## config.mk

```make
export PLATFORM = sky130hd
export DESIGN_NAME = fcs32_check
export DESIGN_NICKNAME = d
export VERILOG_FILES = /design/src/rtl/fcs32_check.sv
export SDC_FILE = /design/constraint.sdc
export NUM_CORES = 1
export LEC_CHECK = 0
export CAP_MARGIN = 20
export CORE_AREA = 2 2 171 173
export CTS_CLUSTER_DIAMETER = 150
export CTS_CLUSTER_SIZE = 14
export DETAILED_ROUTE_END_ITERATION = 16
export DIE_AREA = 0 0 173 175
export PLACE_DENSITY = 0.88
export SLEW_MARGIN = 20
export SYNTH_ARGS = -nofsm -noshare
export SYNTH_HDL_FRONTEND = slang
export SYNTH_SLANG_ARGS = --single-unit
```

## constraint.sdc

```tcl
create_clock -name pclk_i -period 6.8 [get_ports pclk_i]
set_input_delay 1.36 -clock pclk_i [delete_from_list [all_inputs] [get_ports pclk_i]]
set_output_delay 1.36 -clock pclk_i [all_outputs]
set_load 0.005 [all_outputs]
```

## src/rtl/fcs32_check.sv

```systemverilog
// Streaming Ethernet FCS-32 checker with hold-back of the trailing four bytes.
// Optional good/bad frame statistics counters: define FCS32_CHECK_STATS_EN.
module fcs32_check #(
  parameter int DW_BYTES = 4,
  parameter int MW       = (DW_BYTES > 1) ? $clog2(DW_BYTES) : 1
) (
  input  logic                  pclk_i,
  input  logic                  rstn_i,
  input  logic [8*DW_BYTES-1:0] data_i,
  input  logic                  val_i,
  input  logic                  sof_i,
  input  logic                  eof_i,
  input  logic [MW-1:0]         mod_i,
  output logic                  done_o,
  output logic                  ok_o,
  output logic                  runt_o,
  output logic                  abort_o,
  output logic [31:0]           fcs_o,
  output logic [31:0]           rcv_o,
  output logic [15:0]           len_o,
  output logic [15:0]           good_o,
  output logic [15:0]           bad_o
);

  localparam int DW   = 8 * DW_BYTES;
  localparam int CW   = DW + 32;
  localparam int HOLD = 4;

  typedef enum logic {IDLE = 1'b0, FRAME = 1'b1} state_t;

  // Reflected CRC-32 (poly 0xEDB88320), one byte, LSB first on the wire.
  function automatic logic [31:0] fcs32_8(input logic [31:0] crc, input logic [7:0] b);
    logic [31:0] c;
    c = crc ^ {24'h00_0000, b};
    for (int k = 0; k < 8; k++) begin
      c = c[0] ? ({1'b0, c[31:1]} ^ 32'hEDB8_8320) : {1'b0, c[31:1]};
    end
    return c;
  endfunction

  // Final complement, byte-ordered as the FCS appears on the wire.
  function automatic logic [31:0] fcs32_brev(input logic [31:0] crc);
    logic [31:0] x;
    x = ~crc;
    return {x[7:0], x[15:8], x[23:16], x[31:24]};
  endfunction

  state_t          state_q, state_d;
  logic            in_val_q, in_sof_q, in_eof_q;
  logic [DW-1:0]   in_data_q;
  logic [MW-1:0]   in_mod_q;
  logic [31:0]     crc_q, crc_d, win_q, win_d;
  logic [2:0]      cnt_q, cnt_d;
  logic [15:0]     len_q, len_d;
  logic            fin_q, fin_d, runt_q, runt_d, abort_d;

  logic            accept_s;
  logic [4:0]      nb_s;
  logic [5:0]      tot_s;
  logic [16:0]     len_sum_s;
  logic [CW-1:0]   comb_s;
  logic [31:0]     crc_v, win_v;
  logic [2:0]      cnt_v;
  logic [15:0]     len_v;

  always_ff @(posedge pclk_i or negedge rstn_i) begin
    if (!rstn_i) begin
      in_val_q  <= 1'b0;
      in_sof_q  <= 1'b0;
      in_eof_q  <= 1'b0;
      in_data_q <= {DW{1'b0}};
      in_mod_q  <= {MW{1'b0}};
    end else begin
      in_val_q <= val_i;
      if (val_i) begin
        in_sof_q  <= sof_i;
        in_eof_q  <= eof_i;
        in_data_q <= data_i;
        in_mod_q  <= mod_i;
      end
    end
  end

  // The window is prepended to the new bytes; everything older than the
  // newest four bytes goes through the CRC, the newest four stay held back.
  always_comb begin
    state_d  = state_q;
    crc_d    = crc_q;
    win_d    = win_q;
    cnt_d    = cnt_q;
    len_d    = len_q;
    fin_d    = 1'b0;
    runt_d   = 1'b0;
    abort_d  = 1'b0;
    accept_s = in_val_q && (in_sof_q || (state_q == FRAME));
    nb_s     = (in_eof_q && (in_mod_q != {MW{1'b0}})) ? 5'(in_mod_q) : 5'(DW_BYTES);
    crc_v    = in_sof_q ? 32'hFFFF_FFFF : crc_q;
    win_v    = in_sof_q ? 32'h0000_0000 : win_q;
    cnt_v    = in_sof_q ? 3'd0 : cnt_q;
    len_v    = in_sof_q ? 16'h0000 : len_q;
    comb_s   = {win_v, in_data_q};
    for (int i = 0; i < DW_BYTES; i++) begin
      crc_v = ((i + int'(cnt_v) >= HOLD) && (i < int'(nb_s)))
              ? fcs32_8(crc_v, comb_s[CW-1-8*i -: 8]) : crc_v;
    end
    tot_s     = 6'(cnt_v) + 6'(nb_s);
    len_sum_s = 17'(len_v) + 17'(nb_s);
    if (accept_s) begin
      abort_d = in_sof_q && (state_q == FRAME);
      crc_d   = crc_v;
      win_d   = 32'(comb_s >> (8 * (DW_BYTES - int'(nb_s))));
      cnt_d   = (tot_s >= 6'd4) ? 3'd4 : tot_s[2:0];
      len_d   = len_sum_s[16] ? 16'hFFFF : len_sum_s[15:0];
      if (in_eof_q) begin
        state_d = IDLE;
        fin_d   = 1'b1;
        runt_d  = (tot_s < 6'd4);
      end else begin
        state_d = FRAME;
      end
    end else begin
      state_d = state_q;
    end
  end

  always_ff @(posedge pclk_i or negedge rstn_i) begin
    if (!rstn_i) begin
      state_q <= IDLE;
      crc_q   <= 32'hFFFF_FFFF;
      win_q   <= 32'h0000_0000;
      cnt_q   <= 3'd0;
      len_q   <= 16'h0000;
      fin_q   <= 1'b0;
      runt_q  <= 1'b0;
      abort_o <= 1'b0;
    end else begin
      state_q <= state_d;
      crc_q   <= crc_d;
      win_q   <= win_d;
      cnt_q   <= cnt_d;
      len_q   <= len_d;
      fin_q   <= fin_d;
      runt_q  <= runt_d;
      abort_o <= abort_d;
    end
  end

  // crc_q/win_q still hold the finished frame here even if a new sof was
  // processed on this same edge, so back-to-back frames are not lost.
  always_ff @(posedge pclk_i or negedge rstn_i) begin
    if (!rstn_i) begin
      done_o <= 1'b0;
      ok_o   <= 1'b0;
      runt_o <= 1'b0;
      fcs_o  <= 32'h0000_0000;
      rcv_o  <= 32'h0000_0000;
      len_o  <= 16'h0000;
    end else begin
      done_o <= fin_q;
      if (fin_q) begin
        fcs_o  <= fcs32_brev(crc_q);
        rcv_o  <= runt_q ? 32'h0000_0000 : win_q;
        ok_o   <= ~runt_q & (fcs32_brev(crc_q) == win_q);
        runt_o <= runt_q;
        len_o  <= len_q;
      end
    end
  end

`ifdef FCS32_CHECK_STATS_EN
  logic [15:0] good_q, bad_q;
  logic [16:0] good_sum_s, bad_sum_s;

  assign good_sum_s = {1'b0, good_q} + {16'h0000, done_o & ok_o};
  assign bad_sum_s  = {1'b0, bad_q} + {16'h0000, done_o & ~ok_o} + {16'h0000, abort_o};

  // Saturating statistics, one cycle behind the result/abort pulses.
  always_ff @(posedge pclk_i or negedge rstn_i) begin
    if (!rstn_i) begin
      good_q <= 16'h0000;
      bad_q  <= 16'h0000;
    end else begin
      good_q <= good_sum_s[16] ? 16'hFFFF : good_sum_s[15:0];
      bad_q  <= bad_sum_s[16] ? 16'hFFFF : bad_sum_s[15:0];
    end
  end

  assign good_o = good_q;
  assign bad_o  = bad_q;
`else
  assign good_o = 16'h0000;
  assign bad_o  = 16'h0000;
`endif

endmodule

```

==> impl_metrics.json, run 1 <==
{
  "seq_area_sq_mm": 0.00523,
  "synth_warnings": 0,
  "min_period_ns": 5.91,
  "ys_ff_latch": 207,
  "postCtsSetupBuffers": 0,
  "dr.pass1.iters": 6,
  "cap_viol_max_count": 0,
  "core_sq_mm": 0.0284,
  "top_usage_layer": "met2",
  "hold_viol": 0,
  "r2r-end": "crc_q[21]",
  "startpoint_type": "flip-flop",
  "routed_wl_microns": 52500,
  "critPathCapture": "crc_q[21]",
  "crit_path_start": "win_q[25]",
  "ys.flop_type": "dfrtp_1",
  "netlist_instances": 1791,
  "drtAntennaViolNets": 0,
  "min_path_cells": 1,
  "synthArstFlopShare": 1.00,
  "multiInputGateArea_sq_mm": 0.0104,
  "htreeDepth": 1,
  "antenna_cells": 0,
  "dieArea_sq_mm": 0.0303,
  "worst-r2r-cell-count": 15,
  "wl_per_cell_microns": 23.6,
  "drtIter0Drc": 1661,
  "num_rows": 62,
  "fmax_ghz": 0.169,
  "vias": 13900,
  "clk_latency_ns": 0.52,
  "slew_headroom": 0.334,
  "areaGrowthSynthToFinish_pct": 11.1,
  "die_w_microns": 173,
  "met1_usage": 0.476,
  "clk_path_buf_depth": 3,
  "cts_hold_buffers": 0,
  "grt_usage": 0.342,
  "start_util": 0.584,
  "use_met3": 0.0564,
  "antenna_found_initial": 0,
  "crit_path_end_kind": "flip-flop",
  "synth_edf_count": 0,
  "r2r_start": "win_q[25]",
  "status": "finished clean",
  "path_clk_slew_ns": 0.08,
  "nets": 1876,
  "use_met2": 0.537,
  "dieHeight_microns": 175,
  "setup_viol_count_final": 0,
  "critPathKind": "reg2reg",
  "grt_pass1_wl_microns": 79500,
  "worstPathArrival_ns": 6.36,
  "drive_gt1_frac": 0.110,
  "grt_pass1_vias": 13100,
  "io_pins": 155,
  "cts_inserted_buffers": 18,
  "clock_sinks": 207,
  "drc": 0,
  "critPathMaxFanout": 8,
  "grt_max_degree": 82,
  "cts_tree": "built",
  "min_path_type": "reg2reg",
  "worstMarginPinSlew_ns": 0.972,
  "io_buffers": 122,
  "vias_per_cell": 6.26,
  "crit_required_ns": 7.24,
  "syn_area_per_cell_sq_um": 9.26,
  "rsz0062_at_grt": "no",
  "gp_congestion": 0.993,
  "n_fill_cell": 2295,
  "ys_types": 84,
  "slew_violations": 0,
  "seq_area_frac_synth": 0.315,
  "worst_clock_skew_ns": 0.0216,
  "cts_resized": 0,
  "period_share": 0.869,
  "cts_root_buffer": "clkbuf_16",
  "dp_hpwl_microns": 39300,
  "reg2reg_slack_ns": 0.89,
  "tns_ns": 0,
  "grt_overflow_total": 0,
  "netlist_area_sq_mm": 0.0166
}
-- area by class of cell --
type / instances / area share
timing repair buffer: 152 / 0.0787
clock inverter: 2 / 0.00115
sequential: 207 / 0.284
clock buffer: 30 / 0.0269
multi-input combinational: 1369 / 0.567
tap: 384 / 0.0261
inverter: 80 / 0.0163
-- cells in the mapped netlist (41+ instances only) --
cell type	count	area, sq um
clkbuf_1	99	372
xor2_1	42	368
nand2_1	152	571
nor2_1	131	492
o21ai_0	128	641
xnor3_1	53	1190
inv_1	78	293
dfrtp_1	175	4380
mux2i_1	95	951
mux2_2	64	721
a211oi_1	41	308
xnor2_1	129	1130
a21oi_1	93	465
-- registers in the layout, indices dropped and copies added, names as in the netlist --
register   flops
fin_q          1
len_o         16
done_o         1
runt_o         1
in_data_q     32
in_val_q       1
state_q        1
rcv_o         32
fcs_o         32
win_q         32
in_mod_q       2
in_sof_q       1
ok_o           1
len_q         16
abort_o        1
in_eof_q       1
cnt_q          3
crc_q         32
runt_q         1
-- metrics by stage --
step	hold slack [ns]	worst slack [ns]	instances	cell area (sq um)	util
5_1_grt	0.526	0.550	2224	18400	0.649
3_3_place_gp	0.492	1.20	2192	17900	0.630
2_1_floorplan	0.352	0.933	1822	16700	-
4_1_cts	0.510	1.03	2224	18400	0.649
6_report	0.507	0.888	2224	18400	0.649
3_5_place_dp	0.494	1.02	2192	17900	0.630
-- cells by family (layout without fill, tap and decap cells) --
group,count (synthesis),count (layout),synth area share
simple gates,504,504,0.148
mux,164,164,0.107
xor+xnor,258,258,0.205
other cells,1,32,0.000226
flops,207,207,0.315
compound gates,402,402,0.152
buf+inv,246,264,0.0652
fa+ha+maj,9,9,0.00770
-- routing by layer --
layer / part of all wire / up-vias / wire (microns)
li1: - / 6253 / -
met1: 0.40 / 6741 / 21300
met2: 0.45 / 792 / 23600
met3: 0.10 / 130 / 5380
met4: 0.043 / 0 / 2250
met5: 0 / - / 0
-- worst max-delay path, stage by stage, from the launching register on --
cell and delay (ns):
dfrtp_1 0.46, xnor2_2 0.60, xnor3_1 0.42, mux2_2 0.34, xor2_2 0.40, mux2i_1 0.34, a21boi_0 0.19, o311ai_0 0.50
o211ai_1 0.22, a211oi_1 0.30, o32a_1 0.33, xor2_1 0.55, xnor2_1 0.29, xnor3_2 0.37, and3_1 0.18, or3_1 0.33
-- placed cells by master, fill, tap and decap left out, types with 24 or more instances in the layout --
master	synthesis	layout
dfrtp_1	175	172
mux2_2	64	64
inv_1	78	78
nor2b_1	28	28
a211oi_1	41	41
and3_1	24	24
xnor2_1	129	128
xnor3_1	53	53
dfstp_2	32	32
buf_4	34	30
nor3_1	27	27
conb_1	1	32
a31oi_1	24	24
a21oi_1	93	92
mux2i_1	95	95
clkdlybuf4s50_1	0	121
nand3_1	38	38
nor2_1	131	131
nand2_1	152	152
xor2_1	42	42
o21ai_0	128	127
nand3b_1	33	33
-- worst min path at each step --
stage | start | to
floorplan | fin_q | done_o
global placement | fcs_o[27] | fcs_o[27]
detailed placement | len_o[15] | len_o[15]
CTS | len_o[15] | len_o[15]
global route | fcs_o[27] | fcs_o[27]
finish | len_o[15] | len_o[15]
Power of run 1 is left out: the tool's default activity adds up to more than one toggle a clock period on the data nets, which glitch-free logic cannot reach.
==> inputs of run 2 (changes only) <==
- CTS_CLUSTER_DIAMETER: 150 -> not set
==> run 2 against run 1 <==
Register-to-register slack improved by 0.04 ns. First-iteration DRC count is 2.0% higher. Sequential cell count unchanged. Non-clock buffer count is the same. Routed wire length is 0.87% higher. Clock-buffer cell count up 5. Clock skew decreased by 0.0045 ns. Via count rose by 0.20%. Maximum frequency grew 0.75%. Sequential share of layout area decreased by 0.43 points. Worst hold slack worse by 0.0030 ns. Critical endpoint unchanged.
==> impl_metrics.json, run 2 (synthesis results as in run 1) <==
{
  "setup_viol_count_final": 0,
  "critPathCapture": "crc_q[21]",
  "min_path_type": "reg2reg",
  "multiInputGateArea_sq_mm": 0.0104,
  "path_clk_slew_ns": 0.07,
  "io_pins": 155,
  "drtAntennaViolNets": 0,
  "fmax_ghz": 0.170,
  "seq_area_sq_mm": 0.00523,
  "gp_congestion": 0.993,
  "areaGrowthSynthToFinish_pct": 12.8,
  "antenna_found_initial": 2,
  "routed_wl_microns": 53000,
  "nets": 1881,
  "dieHeight_microns": 175,
  "start_util": 0.584,
  "mostFrequentLayoutCells": "dfrtp_1 (172), nand2_1 (152), nor2_1 (131)",
  "drive_gt1_frac": 0.117,
  "cts_hold_buffers": 0,
  "dieArea_sq_mm": 0.0303,
  "worstMarginPinSlew_ns": 0.957,
  "status": "finished clean",
  "grt_overflow_total": 0,
  "cts_resized": 0,
  "core_sq_mm": 0.0284,
  "n_fill_cell": 2283,
  "crit_path_start": "win_q[25]",
  "critPathKind": "reg2reg",
  "vias_per_cell": 6.24,
  "cts_inserted_buffers": 23,
  "drtIter0Drc": 1695,
  "r2r-end": "crc_q[21]",
  "rsz0062_at_grt": "no",
  "die_w_microns": 173,
  "drc": 0,
  "slew_headroom": 0.344,
  "grt_usage": 0.346,
  "dr.pass1.iters": 8,
  "period_share": 0.863,
  "antenna_cells": 0,
  "slowest_delay_ns": 0.60,
  "dp_hpwl_microns": 39300,
  "tns_ns": 0,
  "crit_path_end_kind": "flip-flop",
  "htreeDepth": 1,
  "slew_violations": 0,
  "r2r_start": "win_q[25]",
  "critPathMaxFanout": 8,
  "cp_cell_sequence": "xnor2_2 -> xnor3_1 -> mux2_2 -> xor2_2 -> mux2i_1 -> a21boi_0 -> o311ai_0 -> o211ai_1 -> a211oi_1 -> o32a_1 -> xor2_1 -> xnor2_1 -> xnor3_2 -> and3_1 -> or3_1",
  "grt_pass1_wl_microns": 80300,
  "cts_tree": "built",
  "clk_path_buf_depth": 3,
  "slowest_stage": "xnor2_2",
  "min_period_ns": 5.87,
  "clk_latency_ns": 0.55,
  "startpoint_type": "flip-flop",
  "wl_per_cell_microns": 23.7,
  "vias": 13900,
  "io_buffers": 122,
  "worst_clock_skew_ns": 0.0171,
  "num_rows": 62,
  "cap_viol_max_count": 0,
  "worst-r2r-cell-count": 15,
  "postCtsSetupBuffers": 0,
  "crit_required_ns": 7.27,
  "hold_viol": 0,
  "cts_root_buffer": "clkbuf_16",
  "grt_pass1_vias": 13300,
  "worstPathArrival_ns": 6.34,
  "clock_sinks": 207,
  "layout_commonest_cell": "dfrtp_1",
  "reg2reg_slack_ns": 0.93,
  "grt_max_degree": 82
}
[run 2: changes by cell type in the layout (fill, tap and decap cells not counted), moves of 2 or more]
| cell | change |
|---|---|
| clkinvlp_4 | +2 |
| clkbuf_1 | -5 |
| bufinv_16 | +3 |
| clkbuf_16 | +5 |
| clkbuf_8 | +5 |
[run 2: stage by stage]
stage | instances | worst slack (ns) | instance area, sq um | util | hold slack, ns
floorplan | 1822 | 0.933 | 16700 | - | 0.352
global placement | 2192 | 1.20 | 17900 | 0.630 | 0.492
detailed placement | 2192 | 1.02 | 17900 | 0.630 | 0.494
CTS | 2234 | 1.02 | 18700 | 0.659 | 0.507
global route | 2234 | 0.555 | 18700 | 0.659 | 0.530
finish | 2234 | 0.932 | 18700 | 0.659 | 0.504
[run 2: layout make-up]
type | instances | share of cell area
clock inverters | 7 | 0.00696
flip-flops and latches | 207 | 0.280
multi-input cells | 1369 | 0.558
repair buffers | 152 | 0.0775
well taps | 384 | 0.0257
clock buffers | 35 | 0.0359
inverters | 80 | 0.0161
[run 2: how the worst min path moves through the flow]
stage | end | from | cells past startpoint
after global placement | fcs_o[27] | fcs_o[27] | 1
final | fcs_o[27] | fcs_o[27] | 1
after detailed placement | len_o[15] | len_o[15] | 1
after floorplan | done_o | fin_q | 0
after global routing | len_o[14] | len_o[14] | 1
after CTS | fcs_o[27] | fcs_o[27] | 1
[run 2: metal layers]
| metal | wire, microns | track usage | vias up |
|---|---|---|---|
| li1 | - | - | 6278 |
| met1 | 21500 | 0.474 | 6760 |
| met2 | 23700 | 0.545 | 760 |
| met3 | 5510 | 0.0653 | 142 |
| met4 | 2290 | 0.137 | 4 |
| met5 | 23 | 0 | - |
[run 2: worst max-delay path: cells and delay by family (launching register included)]
family / cells / cell delay [ns]
compound gates: 5 / 1.53
simple gates: 2 / 0.51
xor+xnor: 6 / 2.61
mux: 2 / 0.68
flops: 1 / 0.45
Power of run 2 is left out for the same reason.
